===== config.mk =====
export PLATFORM = sky130hd
export DESIGN_NAME = datagram_tx
export DESIGN_NICKNAME = d
export VERILOG_FILES = /design/src/rtl/datagram_tx.sv
export SDC_FILE = /design/constraint.sdc
export NUM_CORES = 2
export LEC_CHECK = 0
export CORE_MARGIN = 1
export CORE_UTILIZATION = 30
export CTS_BUF_LIST = sky130_fd_sc_hd__clkbuf_8
export DETAILED_ROUTE_END_ITERATION = 6
export HOLD_SLACK_MARGIN = 0.05
export PLACE_DENSITY = 0.61
export SYNTH_ARGS = -nofsm -noshare
export SYNTH_HDL_FRONTEND = slang
export SYNTH_SLANG_ARGS = --single-unit

===== constraint.sdc =====
create_clock -name clk -period 49.5 [get_ports clk]
set_clock_uncertainty 0.2 [all_clocks]
set_input_delay 9.9 -clock clk [delete_from_list [all_inputs] [get_ports clk]]
set_output_delay 9.9 -clock clk [all_outputs]
set_load 0.01 [all_outputs]

===== src/rtl/datagram_tx.sv =====
// Serialiser for the game-core to display datagram link, with a one-deep pending buffer.
// Define DGRAM_CRC8_EN to append a CRC-8 (poly 0x07) byte after the payload.
module datagram_tx #(
  parameter int unsigned MSG_WIDTH    = 512,
  parameter int unsigned CLKS_PER_BIT = 4,
  parameter logic [7:0]  SYNC_WORD    = 8'hA5,
  parameter int unsigned GAP_BITS     = 4
) (
  input  logic                 clk,
  input  logic                 rst,
  input  logic [MSG_WIDTH-1:0] datagram,
  input  logic                 send,
  output logic                 ready,
  output logic                 busy,
  output logic                 tx_line,
  output logic                 tx_frame,
  output logic                 frame_done,
  output logic                 overrun
);

  localparam int unsigned CntW   = (CLKS_PER_BIT > 1) ? $clog2(CLKS_PER_BIT) : 1;
  localparam int unsigned IdxMax = (MSG_WIDTH > 8) ?
                                   ((MSG_WIDTH > GAP_BITS) ? MSG_WIDTH : GAP_BITS) :
                                   ((GAP_BITS > 8) ? GAP_BITS : 8);
  localparam int unsigned IdxW   = $clog2(IdxMax);

  localparam logic [CntW-1:0] CntLast  = CntW'(CLKS_PER_BIT - 1);
  localparam logic [IdxW-1:0] ByteLast = IdxW'(7);
  localparam logic [IdxW-1:0] PayLast  = IdxW'(MSG_WIDTH - 1);
  localparam logic [IdxW-1:0] GapLast  = IdxW'(GAP_BITS - 1);

  typedef enum logic [2:0] {
    StIdle,
    StStart,
    StSync,
    StPayload,
`ifdef DGRAM_CRC8_EN
    StCrc,
`endif
    StStop,
    StGap
  } state_e;

  state_e                state_q, state_d;
  logic [CntW-1:0]       clk_cnt_q, clk_cnt_d;
  logic [IdxW-1:0]       idx_q, idx_d;
  logic [MSG_WIDTH-1:0]  shift_q, shift_d;
  logic [MSG_WIDTH-1:0]  pend_q, pend_d;
  logic                  pend_valid_q, pend_valid_d;
  logic                  overrun_q, overrun_d;
  logic                  bit_end;
  logic                  pend_taken;
`ifdef DGRAM_CRC8_EN
  logic [7:0]            crc_q, crc_d;
`endif

  assign bit_end = (clk_cnt_q == CntLast);

  always_comb begin
    state_d      = state_q;
    clk_cnt_d    = (state_q == StIdle || bit_end) ? '0 : clk_cnt_q + 1'b1;
    idx_d        = idx_q;
    shift_d      = shift_q;
    pend_d       = pend_q;
    pend_valid_d = pend_valid_q;
    overrun_d    = 1'b0;
    pend_taken   = 1'b0;
    tx_line      = 1'b1;
    tx_frame     = 1'b0;
    frame_done   = 1'b0;
`ifdef DGRAM_CRC8_EN
    crc_d        = crc_q;
`endif

    unique case (state_q)
      StIdle: begin
        idx_d = '0;
        // A pending snapshot can only be here if it was posted in the final gap cycle.
        if (pend_valid_q) begin
          shift_d      = pend_q;
          pend_valid_d = 1'b0;
          pend_taken   = 1'b1;
          state_d      = StStart;
        end
      end
      StStart: begin
        tx_line  = 1'b0;
        tx_frame = 1'b1;
`ifdef DGRAM_CRC8_EN
        crc_d    = '0;
`endif
        if (bit_end) begin
          idx_d   = '0;
          state_d = StSync;
        end
      end
      StSync: begin
        tx_line  = SYNC_WORD[idx_q[2:0]];
        tx_frame = 1'b1;
        if (bit_end) begin
          idx_d = idx_q + 1'b1;
          if (idx_q == ByteLast) begin
            idx_d   = '0;
            state_d = StPayload;
          end
        end
      end
      StPayload: begin
        tx_line  = shift_q[0];
        tx_frame = 1'b1;
        if (bit_end) begin
          shift_d = shift_q >> 1;
`ifdef DGRAM_CRC8_EN
          crc_d   = {crc_q[6:0], 1'b0} ^ ((crc_q[7] ^ shift_q[0]) ? 8'h07 : 8'h00);
`endif
          idx_d   = idx_q + 1'b1;
          if (idx_q == PayLast) begin
            idx_d   = '0;
`ifdef DGRAM_CRC8_EN
            state_d = StCrc;
`else
            state_d = StStop;
`endif
          end
        end
      end
`ifdef DGRAM_CRC8_EN
      StCrc: begin
        tx_line  = crc_q[idx_q[2:0]];
        tx_frame = 1'b1;
        if (bit_end) begin
          idx_d = idx_q + 1'b1;
          if (idx_q == ByteLast) begin
            idx_d   = '0;
            state_d = StStop;
          end
        end
      end
`endif
      StStop: begin
        tx_frame = 1'b1;
        if (bit_end) begin
          frame_done = 1'b1;
          idx_d      = '0;
          state_d    = StGap;
        end
      end
      StGap: begin
        if (bit_end) begin
          idx_d = idx_q + 1'b1;
          if (idx_q == GapLast) begin
            idx_d = '0;
            if (pend_valid_q) begin
              shift_d      = pend_q;
              pend_valid_d = 1'b0;
              pend_taken   = 1'b1;
              state_d      = StStart;
            end else begin
              state_d = StIdle;
            end
          end
        end
      end
      default: state_d = StIdle;
    endcase

    if (send) begin
      if (state_q == StIdle && !pend_valid_q) begin
        shift_d = datagram;
        state_d = StStart;
      end else begin
        // Latest wins; only a snapshot that was never handed to the shifter counts as lost.
        if (pend_valid_q && !pend_taken) overrun_d = 1'b1;
        pend_d       = datagram;
        pend_valid_d = 1'b1;
      end
    end
  end

  always_ff @(posedge clk) begin
    if (rst) begin
      state_q      <= StIdle;
      clk_cnt_q    <= '0;
      idx_q        <= '0;
      pend_valid_q <= 1'b0;
      overrun_q    <= 1'b0;
    end else begin
      state_q      <= state_d;
      clk_cnt_q    <= clk_cnt_d;
      idx_q        <= idx_d;
      pend_valid_q <= pend_valid_d;
      overrun_q    <= overrun_d;
    end
  end

  always_ff @(posedge clk) begin
    shift_q <= shift_d;
    pend_q  <= pend_d;
`ifdef DGRAM_CRC8_EN
    crc_q   <= crc_d;
`endif
  end

  assign ready   = ~pend_valid_q;
  assign busy    = (state_q != StIdle);
  assign overrun = overrun_q;

endmodule

Word level (Yosys, flattened, before mapping)
Memory sizes are Yosys's and may differ from the RTL's. A register that Yosys moved wholly into a read port is not among the register bits.
Cells that the tools add are included.
{"block": "word_totals", "ff_bits": 1040, "romBits": 8, "wordCells": 86, "mem_count": 1}
{"block": "classes", "addsub": 2, "n_lt_le_gt_ge": 1, "n_eq_ne": 13, "mux": 45, "n_bitwise": 3, "n_reduce_logical": 14}
{"name": "(name not given)", "depth": 8, "word_bits": 1, "rd": 1, "rd_ports_with_merged_regs": 1, "wr": 0, "line": "98", "source": "tx_line = SYNC_WORD[idx_q[2:0]];"}
{"cell": "512-bit two-way mux", "n": 6}
{"cell": "512-bit one-hot mux with 3 select lines", "n": 1}
{"cell": "9-bit two-way mux", "n": 7}
{"cell": "9-bit one-hot mux with 5 select lines", "n": 1}
{"cell": "3-bit two-way mux", "n": 13}
{"cell": "3-bit one-hot mux with 6 select lines", "n": 1}
{"cell": "1-bit two-way mux", "n": 13}
{"cell": "9-bit by 1-bit adder with 9-bit output (second input constant)", "n": 1}
{"cell": "9-bit by 2-bit == test with 1-bit output (second input constant)", "n": 1}
{"cell": "9-bit by 3-bit == test with 1-bit output (second input constant)", "n": 1}
{"cell": "9-bit == test (second input constant)", "n": 1}
{"cell": "3-bit by 2-bit == test with 1-bit output (second input constant)", "n": 2}
{"cell": "3-bit == test (second input constant)", "n": 2}
{"cell": "2-bit inequality test (second input constant)", "n": 3}
{"cell": "5-bit AND reduction", "n": 1}
{"cell": "5-bit nonzero test", "n": 1}
{"cell": "3-bit by 4-bit < comparator with 1-bit output (second input constant)", "n": 1}
{"cell": "1-bit one-hot mux with 2 select lines", "n": 2}
{"cell": "2-bit OR reduction", "n": 2}
{"cell": "4-bit OR reduction", "n": 1}
{"cell": "3-bit by 1-bit == test with 1-bit output (second input constant)", "n": 1}
{"cell": "3-bit zero test", "n": 1}
{"cell": "1-bit NOT", "n": 3}
{"cell": "1-bit one-hot mux with 3 select lines", "n": 1}
{"cell": "9 further kinds", "n": 11}

Depth between registers and ports, before layout
{"block": "depth", "depth_word": 7, "depth_mapped": 10, "depth_no_buf": 7}

Worst setup path before layout
No wires, ideal clock.
{"block": "synth_path", "kind": "input port to flip-flop", "from": "in send", "to": "reg pend_q[0] (enable)", "arrival_time_ns": 46.644, "t_required_ns": 47.121, "slack_ns": 0.477, "path_stages": 1, "cell_sequence": "a21boi_0"}
{"block": "synth_between", "elab_chain_cells": 1}
{"element": "start: declaration", "line": "12", "source": "input logic send,"}
{"element": "2-bit AND reduction (no line)"}
{"element": "end signal: assignment", "line": "198", "source": "pend_q <= pend_d;"}
{"element": "end: declaration", "line": "48", "source": "logic [MSG_WIDTH-1:0] pend_q, pend_d;"}
Every way passes these cells.
A chain may end at the register's enable or synchronous reset.

Worst setup path after layout
{"block": "layout_path", "from": "in send", "to": "reg pend_q[360] (enable)"}
The elaborated chain is that of the path after synthesis.

==> results.sh <==
export IMPL_max_cap_viol_count=0
export IMPL_io_pins=521
export IMPL_gp_congestion=0.763
export IMPL_die_area_mm2=0.171
export IMPL_crit_arrival_ns=14.74
export IMPL_grt_usage=0.155
export IMPL_yosysTopAreaCell="edfxtp_1"
export IMPL_setup_ws_ns=35.11
export IMPL_path_clk_slew_ns=0.06
export IMPL_die_y_um=413
export IMPL_min_period_ns=14.39
export IMPL_cp_max_fo=70
export IMPL_die_w_um=413
export IMPL_power_mw=2.58
export IMPL_clock_sinks=1041
export IMPL_htree_num_levels=4
export IMPL_min_path_type="flop to flop"
export IMPL_syn_to_final_growth_pct=18.7
export IMPL_fp_row_count=150
export IMPL_critPathLaunchType="primary input"
export IMPL_routed_wl_um=138000
export IMPL_ys_ff_latch=1041
export IMPL_dr_first_iter_drc_count=2024
export IMPL_drt_wirelength_per_cell_um=20.1
export IMPL_via_per_inst=4.98
export IMPL_num_vias=34093
export IMPL_cts_root_buf="clkbuf_8"
export IMPL_grt_pass1_vias=34631
export IMPL_synth_cell_area_mm2=0.0507
export IMPL_endpoint_kind="flop"
export IMPL_cpMaxStageDelayCell="buf_4"
export IMPL_layout_common_cells="dfxtp_1 (528), nand2_1 (526), nor2_1 (524)"
export IMPL_fin_crit_sh=0.291
export IMPL_yosysWarnings=0
export IMPL_hpwl_um=82200
export IMPL_drcViolationCount=0
export IMPL_p_per_area_mw_per_mm2=43.0
export IMPL_clk_latency_ns=0.93
export IMPL_ys_async_sr_fraction=0
export IMPL_cts_resized=0
export IMPL_pre_cts_slack_ns=34.19
export IMPL_final_nets=4982
export IMPL_grt_pass1_wl_um=209000
export IMPL_cpMostUsedCell="buf_4"
export IMPL_p_leak_nw=20.2
export IMPL_synth_edf_count=512
export IMPL_status="finished clean"
export IMPL_synth_top_area_frac=0.303
export IMPL_ys_top_cells_by_area="edfxtp_1 (30%), dfxtp_1 (21%), a221oi_2 (14%), mux2_2 (11%), a21oi_2 (8.3%)"
export IMPL_core_area_mm2=0.167
export IMPL_initial_core_util=0.303
export IMPL_worstPathRequired_ns=49.85
export IMPL_crit_chain="clkdlybuf4s50_1, a21boi_4, buf_4, buf_4, buf_4, buf_4"
export IMPL_gr_total_overflow=0
export IMPL_numCtsBuffers=183
export IMPL_synth_seq_area_share=0.512
export IMPL_slew_headroom=0.207
export IMPL_grt_max_degree=130
export IMPL_drive_gt1_frac=0.384
export IMPL_drtPass1Iterations=5
export IMPL_io_buffer_count=520
export IMPL_grt_antenna_before_repair=39
export IMPL_synthCells=4053
export IMPL_cts_tree="done"
export IMPL_rsz0062_at_grt="false"
export IMPL_final_common_cell="dfxtp_1"
export IMPL_ir_drop_mv=0.0266
export IMPL_worstMarginPinSlew_ns=1.19
export IMPL_drv_slew=0
export IMPL_timing_setup_tns_ns=0
export IMPL_fmax_mhz=69.5
export IMPL_crit_type="primary input to flop"
export IMPL_slowest_delay_ns=0.90
export IMPL_syn_avg_cell_area_um2=12.5
export IMPL_yosysUniqueCellTypes=52
export IMPL_postCtsSetupBuffers=0
export IMPL_postRouteAntennaNets=0
export IMPL_finalSetupViolCount=0
export IMPL_ys_flop_type="dfxtp_1"
export IMPL_holdBufCountCts=0
export IMPL_syn_num_nets=4572
export IMPL_cts_buffer_depth=3
export IMPL_hold_viol=0
-- layer usage --
layer / global-route usage / routed length (um) / up-vias
met4: 0.0460 / 2610 / 42
met5: 0 / 273 / -
met2: 0.248 / 64900 / 727
met3: 0.0421 / 7710 / 212
li1: - / - / 16141
met1: 0.203 / 62300 / 16971
-- report_power, final --
group          internal (mW)  switching, mW  leakage [nW]  total, mW
clock network          0.392          0.375          2.13      0.767
registers               1.06          0.125          9.20       1.19
logic                  0.325          0.302          8.83      0.627
total                   1.78          0.802          20.2       2.58
-- cell usage after synthesis, types with 4 or more instances --
cell type and n:
a21oi_1 35, nand4_1 4, xor2_1 5, nand2_1 526, nor3_1 6, clkbuf_4 40, ha_1 4, a221oi_1 31
dfxtp_1 529, mux2_2 512, a221oi_2 480, buf_2 54, buf_12 54, nor2_1 524, buf_4 42, edfxtp_1 512
o21ai_0 5, inv_1 5, buf_1 11, clkbuf_1 148, a21oi_2 480
-- cell type report --
| class | instances | area, um^2 |
|---|---|---|
| fill | 16311 | 107000 |
| sequential | 1041 | 26000 |
| multi-input combinational | 2658 | 22200 |
| timing repair buffer | 574 | 5670 |
| clock buffer | 213 | 2930 |
| tap | 2204 | 2760 |
| clock inverter | 125 | 579 |
| antenna | 21 | 52.6 |
| inverter | 5 | 18.8 |
-- cells by family after synthesis --
| kind of cell | after synthesis | share of synthesized area |
|---|---|---|
| AND/OR/NAND/NOR | 1081 | 0.0820 |
| AO/OA/AOI/OAI | 1051 | 0.238 |
| flip-flops | 1041 | 0.512 |
| multiplexers | 514 | 0.114 |
| buffers and inverters | 354 | 0.0510 |
| XOR/XNOR | 8 | 0.00138 |
| adder cells (fa/ha/maj) | 4 | 0.000988 |
-- metrics by stage --
step                cell area, um^2  utilization  cells  hold slack, ns
global placement              56600        0.338   6482           0.215
floorplan                     50700            -   4053           0.208
finish                        60100        0.359   6841           0.230
global route                  60100        0.359   6834           0.265
CTS                           60100        0.359   6820           0.234
detailed placement            56600        0.338   6482           0.225
-- worst max-delay path, delay by kind of cell --
kind / cells / cell delay [ns]
AO/OA/AOI/OAI: 1 / 0.75
buffers and inverters: 5 / 3.78
-- worst paths after layout --
| path | depth (start not counted) | from | slack [ns] | end |
|---|---|---|---|---|
| worst min-delay path | 1 | clk_cnt_q[0] | 0.23 | clk_cnt_q[0] |
| worst max register to register | 10 | idx_q[0] | 42.93 | shift_q[414] |
| worst min register to register | 1 | clk_cnt_q[0] | 0.23 | clk_cnt_q[0] |
| worst max-delay path | 6 | send | 35.11 | pend_q[360] |
-- sequential cells by signal, indices dropped and copies added, names as in the netlist, named ones only --
register / cells
idx_q: 9
pend_q: 512
state_q: 3
shift_q: 512
pend_valid_q: 1
clk_cnt_q: 2
overrun: 1
Power figures use the tool's default switching activity.
